[config.mk]
export PLATFORM = sky130hd
export DESIGN_NAME = gci_dev_responder_flat
export DESIGN_NICKNAME = d
export VERILOG_FILES = /design/src/rtl/gci_dev_responder_if.sv /design/src/rtl/gci_dev_responder.sv /design/src/flat_wrapper.sv
export SDC_FILE = /design/constraint.sdc
export NUM_CORES = 1
export LEC_CHECK = 0
export CORE_ASPECT_RATIO = 0.5
export CORE_UTILIZATION = 30
export CTS_CLUSTER_SIZE = 40
export DETAILED_ROUTE_END_ITERATION = 10
export DONT_BUFFER_PORTS = 1
export HOLD_SLACK_MARGIN = 0.05
export PLACE_DENSITY_LB_ADDON = 0.15
export SYNTH_ARGS = -nofsm -noshare
export SYNTH_HDL_FRONTEND = slang
export SYNTH_SLANG_ARGS = --single-unit
[constraint.sdc]
create_clock -name iCLOCK -period 2.55 [get_ports iCLOCK]
set_input_delay 0.255 -clock iCLOCK [delete_from_list [all_inputs] [get_ports iCLOCK]]
set_output_delay 0.255 -clock iCLOCK [all_outputs]
set_load 0.1 [all_outputs]
[src/rtl/gci_dev_responder_if.sv]
// GCI node <-> device bus: request/response data path plus the IRQ handshake.
// Signal names follow the responder's side of the link.
interface gci_dev_responder_if;
  logic        iNODE_REQ;
  logic        oNODE_BUSY;
  logic        iNODE_RW;
  logic [31:0] iNODE_ADDR;
  logic [31:0] iNODE_DATA;
  logic        oNODE_REQ;
  logic        iNODE_BUSY;
  logic [31:0] oNODE_DATA;
  logic        oIRQ_REQ;
  logic        iIRQ_BUSY;
  logic [23:0] oIRQ_DATA;
  logic        iIRQ_ACK;

  modport slave (
    input  iNODE_REQ, iNODE_RW, iNODE_ADDR, iNODE_DATA, iNODE_BUSY, iIRQ_BUSY, iIRQ_ACK,
    output oNODE_BUSY, oNODE_REQ, oNODE_DATA, oIRQ_REQ, oIRQ_DATA
  );

  modport master (
    output iNODE_REQ, iNODE_RW, iNODE_ADDR, iNODE_DATA, iNODE_BUSY, iIRQ_BUSY, iIRQ_ACK,
    input  oNODE_BUSY, oNODE_REQ, oNODE_DATA, oIRQ_REQ, oIRQ_DATA
  );
endinterface

[src/rtl/gci_dev_responder.sv]
// Device-side GCI DEV endpoint: info words, read-to-clear IRQ flags, IRQ mask,
// and a small register file, answered after a fixed response latency.
module gci_dev_responder #(
  parameter logic [31:0] MEMSIZE      = 32'h0000_1000,
  parameter logic [7:0]  PRIORITY     = 8'h01,
  parameter int unsigned REG_NUM      = 8,
  parameter logic [7:0]  RESP_LATENCY = 8'd1
) (
  input  logic                 iCLOCK,
  input  logic                 inRESET,
  output logic                 oDEV_VALID,
  input  logic [23:0]          iEVENT,
  gci_dev_responder_if.slave   dev
);

  localparam int unsigned IDX_W = (REG_NUM > 1) ? $clog2(REG_NUM) : 1;

  typedef enum logic [1:0] {D_IDLE, D_WAIT, D_RESP} dstate_t;
  typedef enum logic [1:0] {I_IDLE, I_REQ, I_CLRWAIT} istate_t;

  dstate_t          r_dstate, w_dstate_next;
  istate_t          r_istate, w_istate_next;
  logic             r_dev_valid;
  logic [7:0]       r_lat;
  logic [31:0]      r_rdata;
  logic [23:0]      r_flags;
  logic [23:0]      r_mask;
  logic [31:0]      r_regs [REG_NUM];

  logic [29:0]      w_word;
  logic [29:0]      w_rf_off;
  logic             w_rf_hit;
  logic [IDX_W-1:0] w_rf_idx;
  logic             w_accept;
  logic             w_wr;
  logic             w_rd;
  logic             w_clr;
  logic [31:0]      w_rd_data;
  logic [23:0]      w_pend;
  logic             w_unused_addr;

  assign w_word        = dev.iNODE_ADDR[31:2];
  assign w_unused_addr = ^dev.iNODE_ADDR[1:0];
  assign w_rf_off      = w_word - 30'd4;
  assign w_rf_hit      = (w_word >= 30'd4) && (w_rf_off < 30'(REG_NUM));
  assign w_rf_idx      = w_rf_off[IDX_W-1:0];
  assign w_accept      = dev.iNODE_REQ && (r_dstate == D_IDLE);
  assign w_wr          = w_accept && dev.iNODE_RW;
  assign w_rd          = w_accept && !dev.iNODE_RW;
  assign w_clr         = w_rd && (w_word == 30'd2);
  assign w_pend        = r_flags & r_mask;

  always_comb begin
    w_rd_data = '0;
    if (w_rf_hit) begin
      w_rd_data = r_regs[w_rf_idx];
    end else begin
      case (w_word)
        30'd0:   w_rd_data = MEMSIZE;
        30'd1:   w_rd_data = {24'h0, PRIORITY};
        30'd2:   w_rd_data = {8'h0, r_flags};
        30'd3:   w_rd_data = {8'h0, r_mask};
        default: w_rd_data = '0;
      endcase
    end
  end

  // ---------------- data FSM ----------------
  always_ff @(posedge iCLOCK or negedge inRESET) begin
    if (!inRESET) r_dstate <= D_IDLE;
    else          r_dstate <= w_dstate_next;
  end

  always_comb begin
    w_dstate_next = r_dstate;
    case (r_dstate)
      D_IDLE: if (w_accept) w_dstate_next = (RESP_LATENCY <= 8'd1) ? D_RESP : D_WAIT;
      // counter reaches 0 on this edge, so the pulse lands RESP_LATENCY edges after accept
      D_WAIT: if (r_lat <= 8'd1) w_dstate_next = D_RESP;
      D_RESP: if (!dev.iNODE_BUSY) w_dstate_next = D_IDLE;
      default: w_dstate_next = D_IDLE;
    endcase
  end

  always_comb begin
    dev.oNODE_BUSY = (r_dstate != D_IDLE);
    dev.oNODE_REQ  = (r_dstate == D_RESP) && !dev.iNODE_BUSY;
    dev.oNODE_DATA = r_rdata;
  end

  always_ff @(posedge iCLOCK or negedge inRESET) begin
    if (!inRESET) begin
      r_lat   <= '0;
      r_rdata <= '0;
    end else begin
      if (w_accept) begin
        r_lat   <= RESP_LATENCY - 8'd1;
        r_rdata <= w_wr ? 32'h0 : w_rd_data;
      end else if (r_dstate == D_WAIT) begin
        r_lat <= r_lat - 8'd1;
      end
    end
  end

  // ---------------- storage ----------------
  always_ff @(posedge iCLOCK or negedge inRESET) begin
    if (!inRESET) begin
      r_dev_valid <= 1'b0;
      r_flags     <= '0;
      r_mask      <= '1;
    end else begin
      r_dev_valid <= 1'b1;
      // an event arriving on the clear cycle survives the clear
      r_flags     <= (r_flags & ~{24{w_clr}}) | iEVENT;
      if (w_wr && (w_word == 30'd3)) r_mask <= dev.iNODE_DATA[23:0];
    end
  end

  always_ff @(posedge iCLOCK or negedge inRESET) begin
    if (!inRESET) begin
      for (int unsigned i = 0; i < REG_NUM; i++) r_regs[i] <= '0;
    end else if (w_wr && w_rf_hit) begin
      r_regs[w_rf_idx] <= dev.iNODE_DATA;
    end
  end

  assign oDEV_VALID = r_dev_valid;

  // ---------------- IRQ FSM ----------------
  always_ff @(posedge iCLOCK or negedge inRESET) begin
    if (!inRESET) r_istate <= I_IDLE;
    else          r_istate <= w_istate_next;
  end

  always_comb begin
    w_istate_next = r_istate;
    if (!dev.iIRQ_BUSY) begin
      case (r_istate)
        I_IDLE:    if (w_pend != '0) w_istate_next = I_REQ;
        I_REQ:     if (dev.iIRQ_ACK) w_istate_next = I_CLRWAIT;
        I_CLRWAIT: if (w_clr)        w_istate_next = I_IDLE;
        default:   w_istate_next = I_IDLE;
      endcase
    end
  end

  always_comb begin
    dev.oIRQ_REQ  = (r_istate == I_REQ);
    dev.oIRQ_DATA = (r_istate == I_REQ) ? w_pend : '0;
  end

endmodule

[src/flat_wrapper.sv]
// flat-port wrapper written by rule: the top's interface ports become plain ports
module gci_dev_responder_flat 
#(
  parameter logic [31:0] MEMSIZE      = 32'h0000_1000,
  parameter logic [7:0]  PRIORITY     = 8'h01,
  parameter int unsigned REG_NUM      = 8,
  parameter logic [7:0]  RESP_LATENCY = 8'd1
)
  (iCLOCK, inRESET, oDEV_VALID, iEVENT, dev_iNODE_REQ, dev_iNODE_RW, dev_iNODE_ADDR, dev_iNODE_DATA, dev_iNODE_BUSY, dev_iIRQ_BUSY, dev_iIRQ_ACK, dev_oNODE_BUSY, dev_oNODE_REQ, dev_oNODE_DATA, dev_oIRQ_REQ, dev_oIRQ_DATA);
  gci_dev_responder_if dev_i ();
  input  logic iCLOCK;
  input  logic inRESET;
  output logic oDEV_VALID;
  input  logic [23:0] iEVENT;
  input wire logic [$bits(dev_i.iNODE_REQ)-1:0] dev_iNODE_REQ;
  input wire logic [$bits(dev_i.iNODE_RW)-1:0] dev_iNODE_RW;
  input wire logic [$bits(dev_i.iNODE_ADDR)-1:0] dev_iNODE_ADDR;
  input wire logic [$bits(dev_i.iNODE_DATA)-1:0] dev_iNODE_DATA;
  input wire logic [$bits(dev_i.iNODE_BUSY)-1:0] dev_iNODE_BUSY;
  input wire logic [$bits(dev_i.iIRQ_BUSY)-1:0] dev_iIRQ_BUSY;
  input wire logic [$bits(dev_i.iIRQ_ACK)-1:0] dev_iIRQ_ACK;
  output wire logic [$bits(dev_i.oNODE_BUSY)-1:0] dev_oNODE_BUSY;
  output wire logic [$bits(dev_i.oNODE_REQ)-1:0] dev_oNODE_REQ;
  output wire logic [$bits(dev_i.oNODE_DATA)-1:0] dev_oNODE_DATA;
  output wire logic [$bits(dev_i.oIRQ_REQ)-1:0] dev_oIRQ_REQ;
  output wire logic [$bits(dev_i.oIRQ_DATA)-1:0] dev_oIRQ_DATA;
  assign dev_i.iNODE_REQ = dev_iNODE_REQ;
  assign dev_i.iNODE_RW = dev_iNODE_RW;
  assign dev_i.iNODE_ADDR = dev_iNODE_ADDR;
  assign dev_i.iNODE_DATA = dev_iNODE_DATA;
  assign dev_i.iNODE_BUSY = dev_iNODE_BUSY;
  assign dev_i.iIRQ_BUSY = dev_iIRQ_BUSY;
  assign dev_i.iIRQ_ACK = dev_iIRQ_ACK;
  assign dev_oNODE_BUSY = dev_i.oNODE_BUSY;
  assign dev_oNODE_REQ = dev_i.oNODE_REQ;
  assign dev_oNODE_DATA = dev_i.oNODE_DATA;
  assign dev_oIRQ_REQ = dev_i.oIRQ_REQ;
  assign dev_oIRQ_DATA = dev_i.oIRQ_DATA;
  gci_dev_responder #(.MEMSIZE(MEMSIZE), .PRIORITY(PRIORITY), .REG_NUM(REG_NUM), .RESP_LATENCY(RESP_LATENCY)) u_core (.iCLOCK(iCLOCK), .inRESET(inRESET), .oDEV_VALID(oDEV_VALID), .iEVENT(iEVENT), .dev(dev_i));
endmodule
# Word-level counts from Yosys, hierarchy flattened
# Index checks and enable logic that the tools add are counted.
[classes]
add_sub_neg = 2
n_lt_le_gt_ge = 5
n_eq_ne = 13
n_mux = 20
bitwise_logic = 6
reduce_logical = 19
[ops]
columns = ["operator", "count"]
rows = [
  ["$bwmux W256", 1],
  ["$mux W32", 5],
  ["$bmux W32 S3", 1],
  ["$demux W32 S3", 1],
  ["$pmux W24 S4", 1],
  ["$eq A30 B2 Y1 const B", 2],
  ["$and A24 B24 Y24", 2],
  ["$eq A30 B1 Y1 const B", 1],
  ["$ge A30 B3 Y1 const B", 1],
  ["$logic_not A30 Y1", 1],
  ["$lt A30 B4 Y1 const B", 1],
  ["$sub A30 B3 Y30 const B", 1],
  ["$mux W24", 1],
  ["$not A24 Y24", 1],
  ["$or A24 B24 Y24", 1],
  ["$reduce_bool A24 Y1", 1],
  ["$mux W8", 2],
  ["$mux W2", 6],
  ["$pmux W2 S3", 2],
  ["$logic_and A1 B1 Y1", 9],
  ["$le A8 B1 Y1 const B", 1],
  ["$ne A2 B1 Y1 const B", 4],
  ["$sub A8 B1 Y8 const B", 1],
  ["$eq A2 B1 Y1 const B", 2],
  ["other kinds (11)", 16],
]
[word_totals]
regBits = 349
input_bits = 95
out_inout_bits = 60
wordCells = 80

# Depth between registers and ports, before layout
[logic_depth]
word_depth = 7
ltp_mapped = 13
mapped_depth_nobuf = 8

# Least setup slack after synthesis
# OpenSTA, ideal clock, no wires.
[synth_timing]
kind = "in2reg"
from = "in dev_iNODE_ADDR[4]"
to = "reg u_core.r_regs[21] (netlist name)"
setup_time_ns = 0.125
arrival_time_ns = 3.458
t_required_ns = 2.425
slack_ns = -1.033
stages = 12
path_buffers = 4
cell_sequence = "buf_2 > inv_1 > clkbuf_1 > clkbuf_1 > ha_1 > nor4b_2 > nand4b_1 > a211oi_2 > o2111ai_4 > nor4_4 > buf_4 > mux2_2"
[synth_via]
elab_chain_len = 7
elab_cells_between_ends = 12
cone_classes = "1 x add/sub; 4 x order compare; 3 x mux; 1 x bitwise; 3 x reduce/logical"
[synth_rtl]
columns = ["element", "line", "rtl"]
rows = [
  ["start: declaration", "flat_wrapper.sv:17", "input wire logic [$bits(dev_i.iNODE_ADDR)-1:0] dev_iNODE_ADDR;"],
  ["branches (longest 7 deep; another with $sub A30 B3 Y30)", "--", ""],
  ["end signal: indexed assignment", "gci_dev_responder.sv:123", "r_regs[w_rf_idx] <= dev.iNODE_DATA;"],
  ["end: declaration", "gci_dev_responder.sv:28", "logic [31:0] r_regs [REG_NUM];"],
]
# Several ways; the timed one is not identified.
# A chain may end at the register's enable or synchronous reset.

# Worst setup path after layout
[layout_timing]
from = "reg u_core.r_dstate[1]"
to = "reg u_core.r_flags[3]"
[layout_via]
elab_chain_len = 7
[layout_rtl]
columns = ["element", "line", "rtl"]
rows = [
  ["start: declaration", "gci_dev_responder.sv:21", "dstate_t r_dstate, w_dstate_next;"],
  ["start signal: assignment", "gci_dev_responder.sv:71", "else r_dstate <= w_dstate_next;"],
  ["$logic_not A2 Y1", "gci_dev_responder.sv:47", "assign w_accept = dev.iNODE_REQ && (r_dstate == D_IDLE);"],
  ["$logic_and A1 B1 Y1", "gci_dev_responder.sv:47", ""],
  ["$logic_and A1 B1 Y1", "gci_dev_responder.sv:49", "assign w_rd = w_accept && !dev.iNODE_RW;"],
  ["$logic_and A1 B1 Y1", "gci_dev_responder.sv:50", "assign w_clr = w_rd && (w_word == 30'd2);"],
  ["$not A24 Y24", "gci_dev_responder.sv:114", "r_flags <= (r_flags & ~{24{w_clr}}) | iEVENT;"],
  ["$and A24 B24 Y24", "gci_dev_responder.sv:114", ""],
  ["$or A24 B24 Y24", "gci_dev_responder.sv:114", ""],
  ["end signal: assignment", "gci_dev_responder.sv:114", ""],
  ["end: declaration", "gci_dev_responder.sv:26", "logic [23:0] r_flags;"],
]
# No other way between the ends.

==> results.cfg <==
[clock_network]
clkSinkCount = 340
cts-buffers-inserted = 36
path_clk_slew_ns = 0.06
cts_tree = done
ctsHoldBuffers = 66
clockBufferDepth = 3
cts_max_level = 2
clockRootBuffer = clkbuf_16
clock_latency_ns = 0.52

[final_layout]
multi_input_area_mm2 = 0.007471
antenna_cells = 0
fin_nets = 1311
final_cells = 1931
fillerInstances = 4726
seq_area_mm2 = 0.008539
syn_to_final_growth_pct = 25.58
final_area_mm2 = 0.01969
drive_above_1_share_pct = 45.61
final_core_util_pct = 38.70

[synth]
synth_area_leaders = dfrtp_1 50%, mux2_2 19%, mux4_2 9.2%
synth_common_cells = 316 x dfrtp_1, 265 x mux2_2, 73 x nand2_1
synthDistinctLibCells = 54
synth_largest_area_cell = dfrtp_1
yosys_warnings = 0
yosysSeqAreaShare_pct = 54.47
ys_seq_elements = 340
async_reset_ff_share_pct = 100.0
syn_nets = 1176
synth_ff_type = dfrtp_1
synth.most_common_cell = dfrtp_1
synth.avg_cell_area_um2 = 14.52
synth_area_mm2 = 0.01568
yosysTopAreaCellShare_pct = 50.44
synth_edf_count = 0
netlist_instances = 1080

[detailed_routing]
routedWlPerCell_um = 22.75
drt_first_pass_iters = 5
num_vias = 9780
drc_errors = 0
route.antenna.remaining_nets = 0
viasPerCell = 5.065
drt_wl_total_mm = 43.92
drt_iter0_markers = 700

[sta]
fin_crit_sh_pct = 93.85
min_period_ns = 2.393
grt_setup_unrepaired = false
maxSlewViolCount = 0
max_slew.worst_pin.slew_ns = 1.014
setup_slack_ns = 0.1567
fin_worst_skew_ns = 0.01910
tns_ns = 0
relSlewSlack_pct = 32.16
hold_violations = 332
fmaxAchievable_mhz = 417.8
setup_viol = 0
hold_slack_ns = -0.5783

[power]
power_switching_mw = 2.700
intPower_mw = 8.628
seq_power_share_pct = 48.0
power_frac_comb_pct = 6.3
p_total_mw = 11.33
p_leak_nw = 8.892
ir_drop_mv = 0.3268
swShare_pct = 23.83
clkPwrFrac_pct = 45.7
cellPowerDensity_mw_per_mm2 = 575.4

[critical_path]
crit_type = reg -> reg
end_kind = flop
critPathMaxFanout = 10
crit_cells = 9
path_common_cell = buf_4
arrival_ns = 2.80
cp.buffers_inverters = 4
max_stage_delay_ns = 0.54
start_kind = flop
r2r_start = u_core.r_dstate[1]
cp-endpoint = u_core.r_flags[3]
crit_path_start = u_core.r_dstate[1]
crit_path_cell_trace = nor2b_1 -> buf_4 -> nand2b_1 -> nor4_2 -> buf_4 -> nand3b_1 -> buf_4 -> a21o_1 -> dlygate4sd3_1
reg2reg_to = u_core.r_flags[3]
cpMaxStageDelayCell = dlygate4sd3_1
critPathTopFamily = buffers and inverters
worstPathRequired_ns = 2.96
rrSetupSlack_ns = 0.16
reg2regPathDepth = 9

[global_routing]
grt_pass1_vias = 10710
antenna_found_initial = 2
grt_overflow_total = 0
grt_pass1_wl_mm = 68.68
grt_max_degree = 341
grt_use_total_pct = 16.78

[status]
status = complete, but fails checks
violations = hold timing

[floorplan]
initial_utilization_pct = 30.82
io-pin-count = 155
die_h_um = 163.6
die_w_um = 325.3
die_area_mm2 = 0.05323
rows = 58
core_area_mm2 = 0.05087

[flow_run]
cap_violations = 0

[place]
pre_cts_slack_ns = -0.1207
place_hpwl_mm = 26.65
dp_cells = 1795
gp_congestion = 0.8321
port-buffer-count = 0
postPlaceCellArea_mm2 = 0.01783

[worst_hold_path]
hold_path.class = in -> async
[cell usage in the layout, fill, tap and decap left out, types with 8 or more instances in the layout]
cell / synthesis / routed
a21o_1: 24 / 24
a2bb2oi_1: 22 / 22
buf_12: 0 / 18
buf_4: 9 / 83
clkbuf_1: 34 / 11
clkbuf_16: 0 / 36
clkbuf_8: 0 / 8
dfrtp_1: 316 / 315
dfstp_2: 24 / 24
dlygate4sd3_1: 0 / 66
mux2_2: 265 / 133
mux2_4: 0 / 146
mux2i_1: 47 / 47
mux4_2: 64 / 64
nand2_1: 73 / 73
nand4_1: 10 / 10
nor2_1: 33 / 12
nor2_2: 0 / 21
o31ai_1: 32 / 32
[power by group through the flow]
stage	logic, mW	clock network, mW	registers, mW
6_report	0.712	5.18	5.44
3_5_place_dp	0.545	0	5.53
4_1_cts	0.711	5.36	5.43
3_3_place_gp	0.540	0	5.53
2_1_floorplan	0.449	0	5.55
5_1_grt	0.756	5.57	5.43
[flip-flops by register name, indices dropped and copies added (netlist names)]
| name | count |
|---|---|
| u_core.dev.oNODE_DATA | 32 |
| u_core.oDEV_VALID | 1 |
| u_core.r_dstate | 1 |
| u_core.r_flags | 24 |
| u_core.r_istate | 2 |
| u_core.r_mask | 24 |
| u_core.r_regs | 256 |
[layout make-up]
cell class / count / area share (%)
clock buffers: 55 / 5.345
clock inverters: 9 / 0.4640
well taps: 690 / 4.385
flip-flops and latches: 340 / 43.38
multi-input cells: 664 / 37.95
inverters: 6 / 0.1271
repair buffers: 167 / 8.351
[repair_timing]
item,in CTS,in global routing
gates resized for setup,0,1
hold endpoints to repair,669,340
endpoints found under the setup margin,0,2
buffers inserted,0,6
[routing by layer]
| metal | GRT usage (%) | routed length, um |
|---|---|---|
| met3 | 2.550 | 1071 |
| met4 | 3.516 | 687 |
| met5 | 0 | 31 |
| met1 | 23.38 | 21040 |
| met2 | 27.70 | 21090 |
[kinds of logic after synthesis]
logic type                 after synthesis  synth area share, %
muxes                                  390                32.24
buffers and inverters                   76                2.195
and+or+nand+nor                        164                5.523
other                                    1              0.02392
adders and majority gates                1              0.07980
DFF                                    340                54.47
AOI/OAI and AO/OA                      108                5.475
[worst min-delay path by stage]
| stage | slack [ns] | from | depth (start not counted) | end |
|---|---|---|---|---|
| 6_report | -0.58 | inRESET | 0 | u_core.oDEV_VALID |
| 5_1_grt | -0.62 | inRESET | 0 | u_core.r_regs[189] |
| 2_1_floorplan | -0.04 | inRESET | 0 | u_core.dev.oNODE_DATA[0] |
| 3_5_place_dp | -0.04 | inRESET | 0 | u_core.oDEV_VALID |
| 3_3_place_gp | -0.03 | inRESET | 0 | u_core.oDEV_VALID |
| 4_1_cts | -0.61 | inRESET | 0 | u_core.oDEV_VALID |
No activity file was read; power rests on OpenSTA's default activity.
